`config.mk`:
```
export PLATFORM = sky130hd
export DESIGN_NAME = instruction_loader
export DESIGN_NICKNAME = d
export VERILOG_FILES = /design/src/rtl/instruction_loader.sv
export SDC_FILE = /design/constraint.sdc
export NUM_CORES = 1
export LEC_CHECK = 0
export ABC_AREA = 1
export CAP_MARGIN = 10
export CORE_MARGIN = 1
export CORE_UTILIZATION = 53
export CTS_CLUSTER_SIZE = 20
export DETAILED_ROUTE_END_ITERATION = 8
export GPL_TIMING_DRIVEN = 0
export PLACE_DENSITY = 0.95
export SYNTH_ARGS = -nofsm -noshare
export SYNTH_HDL_FRONTEND = slang
export SYNTH_SLANG_ARGS = --single-unit
```
`constraint.sdc`:
```
create_clock -name clk -period 3.4 [get_ports clk]
set_input_delay 0.34 -clock clk [delete_from_list [all_inputs] [get_ports clk]]
set_output_delay 0.34 -clock clk [all_outputs]
set_load 0.02 [all_outputs]
```
`src/rtl/instruction_loader.sv`:
```
// Boot-time loader: receives a framed byte stream (length, payload, checksum) and
// writes the payload as big-endian 32-bit words into instruction memory.
module instruction_loader #(
   parameter int          MEM_BYTES = 64,
   parameter int          MAX_WORDS = MEM_BYTES / 4,
   parameter logic [63:0] BASE_ADDR = 64'd0
) (
   input  logic        clk,
   input  logic        rst_n,
   input  logic        start,
   input  logic        in_valid,
   input  logic [7:0]  in_data,
   output logic        in_ready,
   output logic        im_wr_en,
   output logic [63:0] im_wr_addr,
   output logic [31:0] im_wr_data,
   output logic        core_stall,
   output logic        busy,
   output logic        done,
   output logic        error,
   output logic [4:0]  words_loaded
);

   localparam int         IDX_W   = $clog2(MAX_WORDS);
   localparam logic [7:0] MAX_LEN = 8'(MAX_WORDS);

   typedef enum logic [2:0] {
      S_IDLE,
      S_LEN,
      S_DATA,
      S_CHECK,
      S_DONE,
      S_ERR
   } state_t;

   state_t             r_state;
   logic               r_ready;
   logic               r_busy;
   logic               r_done;
   logic               r_error;
   logic               r_wr_en;
   logic [63:0]        r_wr_addr;
   logic [31:0]        r_wr_data;
   logic [4:0]         r_words;
   logic [23:0]        r_asm;
   logic [1:0]         r_byte_idx;
   logic [IDX_W-1:0]   r_word_idx;
   logic [IDX_W-1:0]   r_last_idx;
   logic [7:0]         r_csum;
   logic               w_xfer;

   assign w_xfer = in_valid && r_ready;

   always_ff @(posedge clk or negedge rst_n) begin
      if (!rst_n) begin
         r_state    <= S_IDLE;
         r_ready    <= 1'b0;
         r_busy     <= 1'b0;
         r_done     <= 1'b0;
         r_error    <= 1'b0;
         r_wr_en    <= 1'b0;
         r_wr_addr  <= 64'd0;
         r_wr_data  <= 32'd0;
         r_words    <= 5'd0;
         r_asm      <= 24'd0;
         r_byte_idx <= 2'd0;
         r_word_idx <= '0;
         r_last_idx <= '0;
         r_csum     <= 8'd0;
      end else begin
         r_wr_en <= 1'b0;
         case (r_state)
            S_IDLE: begin
               if (start) begin
                  r_done  <= 1'b0;
                  r_error <= 1'b0;
                  r_words <= 5'd0;
                  r_ready <= 1'b1;
                  r_busy  <= 1'b1;
                  r_state <= S_LEN;
               end
            end
            S_LEN: begin
               if (w_xfer) begin
                  if (in_data == 8'd0 || in_data > MAX_LEN) begin
                     r_ready <= 1'b0;
                     r_busy  <= 1'b0;
                     r_error <= 1'b1;
                     r_state <= S_ERR;
                  end else begin
                     r_last_idx <= IDX_W'(in_data - 8'd1);
                     r_byte_idx <= 2'd0;
                     r_word_idx <= '0;
                     r_csum     <= 8'd0;
                     r_state    <= S_DATA;
                  end
               end
            end
            S_DATA: begin
               if (w_xfer) begin
                  r_csum     <= r_csum ^ in_data;
                  r_asm      <= {r_asm[15:0], in_data};
                  r_byte_idx <= r_byte_idx + 2'd1;
                  // Fourth byte completes the word straight into the output register.
                  if (r_byte_idx == 2'd3) begin
                     r_wr_en    <= 1'b1;
                     r_wr_addr  <= BASE_ADDR + 64'({r_word_idx, 2'b00});
                     r_wr_data  <= {r_asm, in_data};
                     r_words    <= r_words + 5'd1;
                     r_word_idx <= r_word_idx + IDX_W'(1);
                     if (r_word_idx == r_last_idx) begin
                        r_state <= S_CHECK;
                     end
                  end
               end
            end
            S_CHECK: begin
               if (w_xfer) begin
                  r_ready <= 1'b0;
                  r_busy  <= 1'b0;
                  if (in_data == r_csum) begin
                     r_done  <= 1'b1;
                     r_state <= S_DONE;
                  end else begin
                     r_error <= 1'b1;
                     r_state <= S_ERR;
                  end
               end
            end
            S_DONE:  r_state <= S_IDLE;
            S_ERR:   r_state <= S_IDLE;
            default: r_state <= S_IDLE;
         endcase
      end
   end

   assign in_ready     = r_ready;
   assign busy         = r_busy;
   assign core_stall   = r_busy;
   assign done         = r_done;
   assign error        = r_error;
   assign im_wr_en     = r_wr_en;
   assign im_wr_addr   = r_wr_addr;
   assign im_wr_data   = r_wr_data;
   assign words_loaded = r_words;

endmodule

```
* Yosys cells after proc, flatten, opt, wreduce, memory -nomap -nowiden
Index checks and enable logic that the tools add are counted.
** Cells by class
- Reductions and logical operators :: 18
- $add $sub $neg :: 4
- Bitwise operators :: 2
- Equality and inequality tests :: 16
- Muxes and demuxes :: 43
- $lt $le $gt $ge :: 1
** Operators by type and width (count)
- 8-bit 2-to-1 mux :: 3
- 3-bit 2-to-1 mux :: 7
- 2-bit != test (second input constant) :: 10
- 4-bit 2-to-1 mux :: 4
- 8-bit one-hot mux with 2 select lines :: 1
- 1-bit 2-to-1 mux :: 15
- 5-bit 2-to-1 mux :: 3
- 3-bit one-hot mux with 4 select lines :: 1
- 4-bit AND reduction :: 3
- 6-bit AND reduction :: 2
- 5-bit one-hot mux with 2 select lines :: 1
- 5-bit AND reduction :: 2
- 8-bit == test :: 1
- 8-bit by 5-bit greater-than comparator with 1-bit output (second input constant) :: 1
- 8-bit zero test :: 1
- 4-bit one-hot mux with 2 select lines :: 1
- 8-bit bitwise XOR :: 1
- 3-bit by 2-bit == test with 1-bit output (second input constant) :: 2
- 2-bit 2-to-1 mux :: 3
- 1-bit one-hot mux with 3 select lines :: 2
- 3-bit AND reduction :: 2
- 2-bit nonzero test :: 3
- 5-bit by 1-bit adder with 5-bit output (second input constant) :: 1
- 4-bit by 1-bit adder with 4-bit output (second input constant) :: 1
- other kinds (13) :: 13
** Word-level totals
- Bits of input ports :: 12
- Word-level logic and storage cells :: 97
- Output and inout bits :: 107
- Register bits after elaboration :: 90

* Logic depth before layout (Yosys ltp)
- Word-level depth :: 5
- Gate-level depth with buffers :: 10
- Gate-level depth less buffers :: 10

* Worst setup path after synthesis
Ideal clock, no wire load.
- Path kind :: reg-to-reg
- Start :: register busy (netlist name)
- End :: register r_wr_addr[2], in the netlist im_wr_addr[2]
- Path buffers :: 2
- Data required time :: 3.270 ns
- Clock period less this slack :: 1.494 ns
- Data arrival time :: 1.364 ns
- Setup time :: 0.130 ns
- Stages on the path, launching flop included :: 10
- Setup slack :: 1.906 ns
- Path through :: dfrtp_1 -> nand2_1 -> nor2_1 -> inv_1 -> nor2_2 -> inv_2 -> buf_6 -> buf_6 -> nand2_1 -> o21ai_1
** RTL lines
- end signal, assigned :: RTL line 107 : r_wr_addr <= BASE_ADDR + 64'({r_word_idx, 2'b00});
- end, declared :: RTL line 42 : logic [63:0] r_wr_addr;

* Worst setup path after layout
- Start :: input port in_data[0]
- End :: register r_last_idx[1]
** On the way
- Longest elaborated chain between the ends :: 4
- Elaborated cells between the ends (all ways) :: 6
- Classes of those cells :: add/sub (1); order compare (1); bitwise (1); reduce/logical (3)
** Ends and longest elaborated chain
- start, declared :: RTL line 12 : input logic [7:0] in_data,
- 8-bit by 5-bit greater-than comparator with 1-bit output / 8-bit zero test (equally long branches) :: RTL line 85 : if (in_data == 8'd0 || in_data > MAX_LEN) begin
- 1-bit logical OR :: RTL line 85
- 1-bit NOT (no source line)
- 3-bit AND reduction (no source line)
- end signal, assigned :: RTL line 91 : r_last_idx <= IDX_W'(in_data - 8'd1);
- end, declared :: RTL line 48 : logic [IDX_W-1:0] r_last_idx;
Several ways; a longest one is shown, not always the timed one.
A chain may end at the register's enable or synchronous reset.

==> impl_metrics.ini <==
[status]
status = finished, final reports clean

[die]
ioPinCount = 119
start_util_pct = 54.5
placementRows = 33
dieWidth_um = 93.7
dieArea_um2 = 8780
core_um2 = 8180
die_y_um = 93.7

[setup_path]
setup.worst_path.start_class = input pin
crit_arrival_ns = 2.21
cpPeakStageDelay_ns = 0.50
critPathMaxFanout = 8
slowest_stage = clkdlybuf4s50_1
path_cells = clkdlybuf4s50_1, inv_1, ha_1, nand3_1, nand2_1, nand3_1, nor2_2, nand2_1, nand2_1, o21ai_0
path_class = in -> reg
crit_path_end_kind = flip-flop
cp-startpoint = in_data[0]
crit_top_cell = nand2_1
timing.rr.start = r_byte_idx[0]
required_ns = 3.64

[cells_and_area]
finalNetCount = 668
finalNonFillerCells = 762
drive_gt1_share_pct = 18.3
area_growth_pct = 26.1
utilization_pct = 68.8
final_area_um2 = 5620
diodes = 0

[clock_tree]
clk_latency_ns = 0.37
root_buffer = clkbuf_8
cts_num_sinks = 90
cts_tree = built
clk_path_buf_depth = 2
htree_levels = 3
cts.repair.resized = 0
clk_pin_slew_ns = 0.10
cts_inserted_buffers = 9

[synthesis]
syn_area_um2 = 4460
synth_cell_types = 27
synth-seq-cells = 90
netlist_instances = 522
syn_avg_cell_area_um2 = 8.54
yosysWarningCount = 0
synth-seq-area-share_pct = 50.5

[sta]
post-route-period-util_pct = 57.7
fin_skew_ns = 0.0112
rsz0062_at_grt = false
setup_viol = 0
tightest_slew_ns = 0.556
fmax_ghz = 0.509
final-max-slew-violation-count = 0
hold_viol = 0
min_period_ns = 1.96
fin_hold_ws_ns = 0.429
slew_headroom_pct = 63.0

[detailed_routing]
drtIter0Drc = 213
detail-route-antenna-nets = 0
drcViolationCount = 0
wirelength_um = 9990
firstDrtPassIters = 4
wl_per_cell_um = 13.1
num_vias = 3704
viasPerCell = 4.86

[place]
place_congestion = 0.883
numPortBuffers = 58
placed_cells = 745
dp_hpwl_um = 7450
dpl_cell_area_um2 = 5420

[global_routing]
grtUsageTotal_pct = 24.0
grt.overflow.total = 0
antenna_found_initial = 0
grt-busiest-layer = met2
met2_usage_pct = 40.9
grt_pass1_wl_um = 16000
grtUsageMet1_pct = 28.4
grt_max_degree = 72
grt_pass1_vias = 3483
grt_util_met3_pct = 3.72

[power_and_ir_drop]
ir_drop_mv = 0.229
powerDensity_nw_per_um2 = 520
p_leak_nw = 2.94

[worst_hold_path]
hp-class = in -> async

[run]
maxCapViolations = 0
==> final timing paths <==
kind / end / slack (ns) / cells past startpoint
min in group clk: im_wr_data[26] / 0.48 / 2
setup / recovery: r_last_idx[1] / 1.44 / 10
hold reg to reg: im_wr_data[26] / 0.48 / 2
max in group asynchronous: words_loaded[1] / 2.34 / 3
setup reg to reg: im_wr_data[8] / 1.74 / 8
hold / removal: im_wr_data[7] / 0.43 / 2
==> state kept, by name, summed over array words and instances, names as in the netlist <==
| register | cells |
|---|---|
| busy | 1 |
| r_asm | 24 |
| im_wr_en | 1 |
| r_csum | 8 |
| r_byte_idx | 2 |
| error | 1 |
| im_wr_addr | 4 |
| r_state | 3 |
| r_word_idx | 4 |
| words_loaded | 5 |
| r_last_idx | 4 |
| im_wr_data | 32 |
| done | 1 |
==> layout make-up <==
type,instances,area [µm²]
Buffer,76,584
Tap cell,105,131
Inverter,52,195
Multi-Input combinational cell,363,1650
Fill cell,603,2550
Clock inverter,5,45.0
Timing Repair Buffer,60,616
Sequential cell,90,2250
Clock buffer,11,151
==> cells in the final DEF, fill, tap and decap left out, types with 16 or more instances in the layout <==
master	n
buf_4	64
clkdlybuf4s50_1	57
conb_1	60
dfrtp_1	90
inv_1	47
nand2_1	169
nor2_1	16
o21ai_0	30
o21ai_1	30
==> timing repair <==
| item | 4_1_cts | 5_1_grt |
|---|---|---|
| setup buffers | 0 | 0 |
| hold buffers | 1 | 0 |
| hold endpoints to repair | 19 | 0 |
==> cell families after synthesis <==
logic type	after synthesis	synth area share (%)
AOI/OAI and AO/OA	78	9.88
xor gates and xnor gates	6	1.18
adders and majority gates	4	1.12
buffers and inverters	128	17.5
DFF	90	50.5
other	1	0.0841
and+or+nand+nor	215	19.8
==> layer usage <==
layer / vias to the layer above / wire length [µm]
li1: 1770 / -
met1: 1752 / 3940
met2: 149 / 5100
met3: 33 / 557
met4: 0 / 386
met5: - / 0
==> metrics by stage <==
step | power (W) | TNS, ns | setup WS, ns
6_report | 0.00292 | 0 | 1.44
3_5_place_dp | 0.00220 | 0 | 1.15
3_3_place_gp | 0.00213 | -93.27 | -1.04
5_1_grt | 0.00309 | 0 | 1.33
2_1_floorplan | 0.00197 | 0 | 1.91
4_1_cts | 0.00291 | 0 | 1.47
==> critical path: cells and delay by family <==
kind / cells / cell delay [ns]
compound gates: 1 / 0.09
fa+ha+maj: 1 / 0.25
buf+inv: 2 / 0.70
simple gates: 6 / 0.82
==> cells in the mapped netlist (all sizes together) <==
master  instances  area [µm²]
xor2            5        43.8
buf            73         573
or2             1        6.26
inv            52         195
nand4           3        18.8
nor3            2        10.0
a31oi           1        6.26
nand2         172         653
xnor2           1        8.76
o21ai          73         414
nand3          14        82.6
dfrtp          90        2250
clkbuf          3        11.3
a21oi           4        20.0
conb            1        3.75
nor2           22         103
ha              4        50.1
nand3b          1        7.51
==> where the power goes <==
part	internal [W]	switching, W	leakage (nW)
clock network	0.000316	0.000405	0.0981
logic	0.000297	0.000522	1.68
registers	0.00125	0.000129	1.16
(Power assumes the default switching activity.)
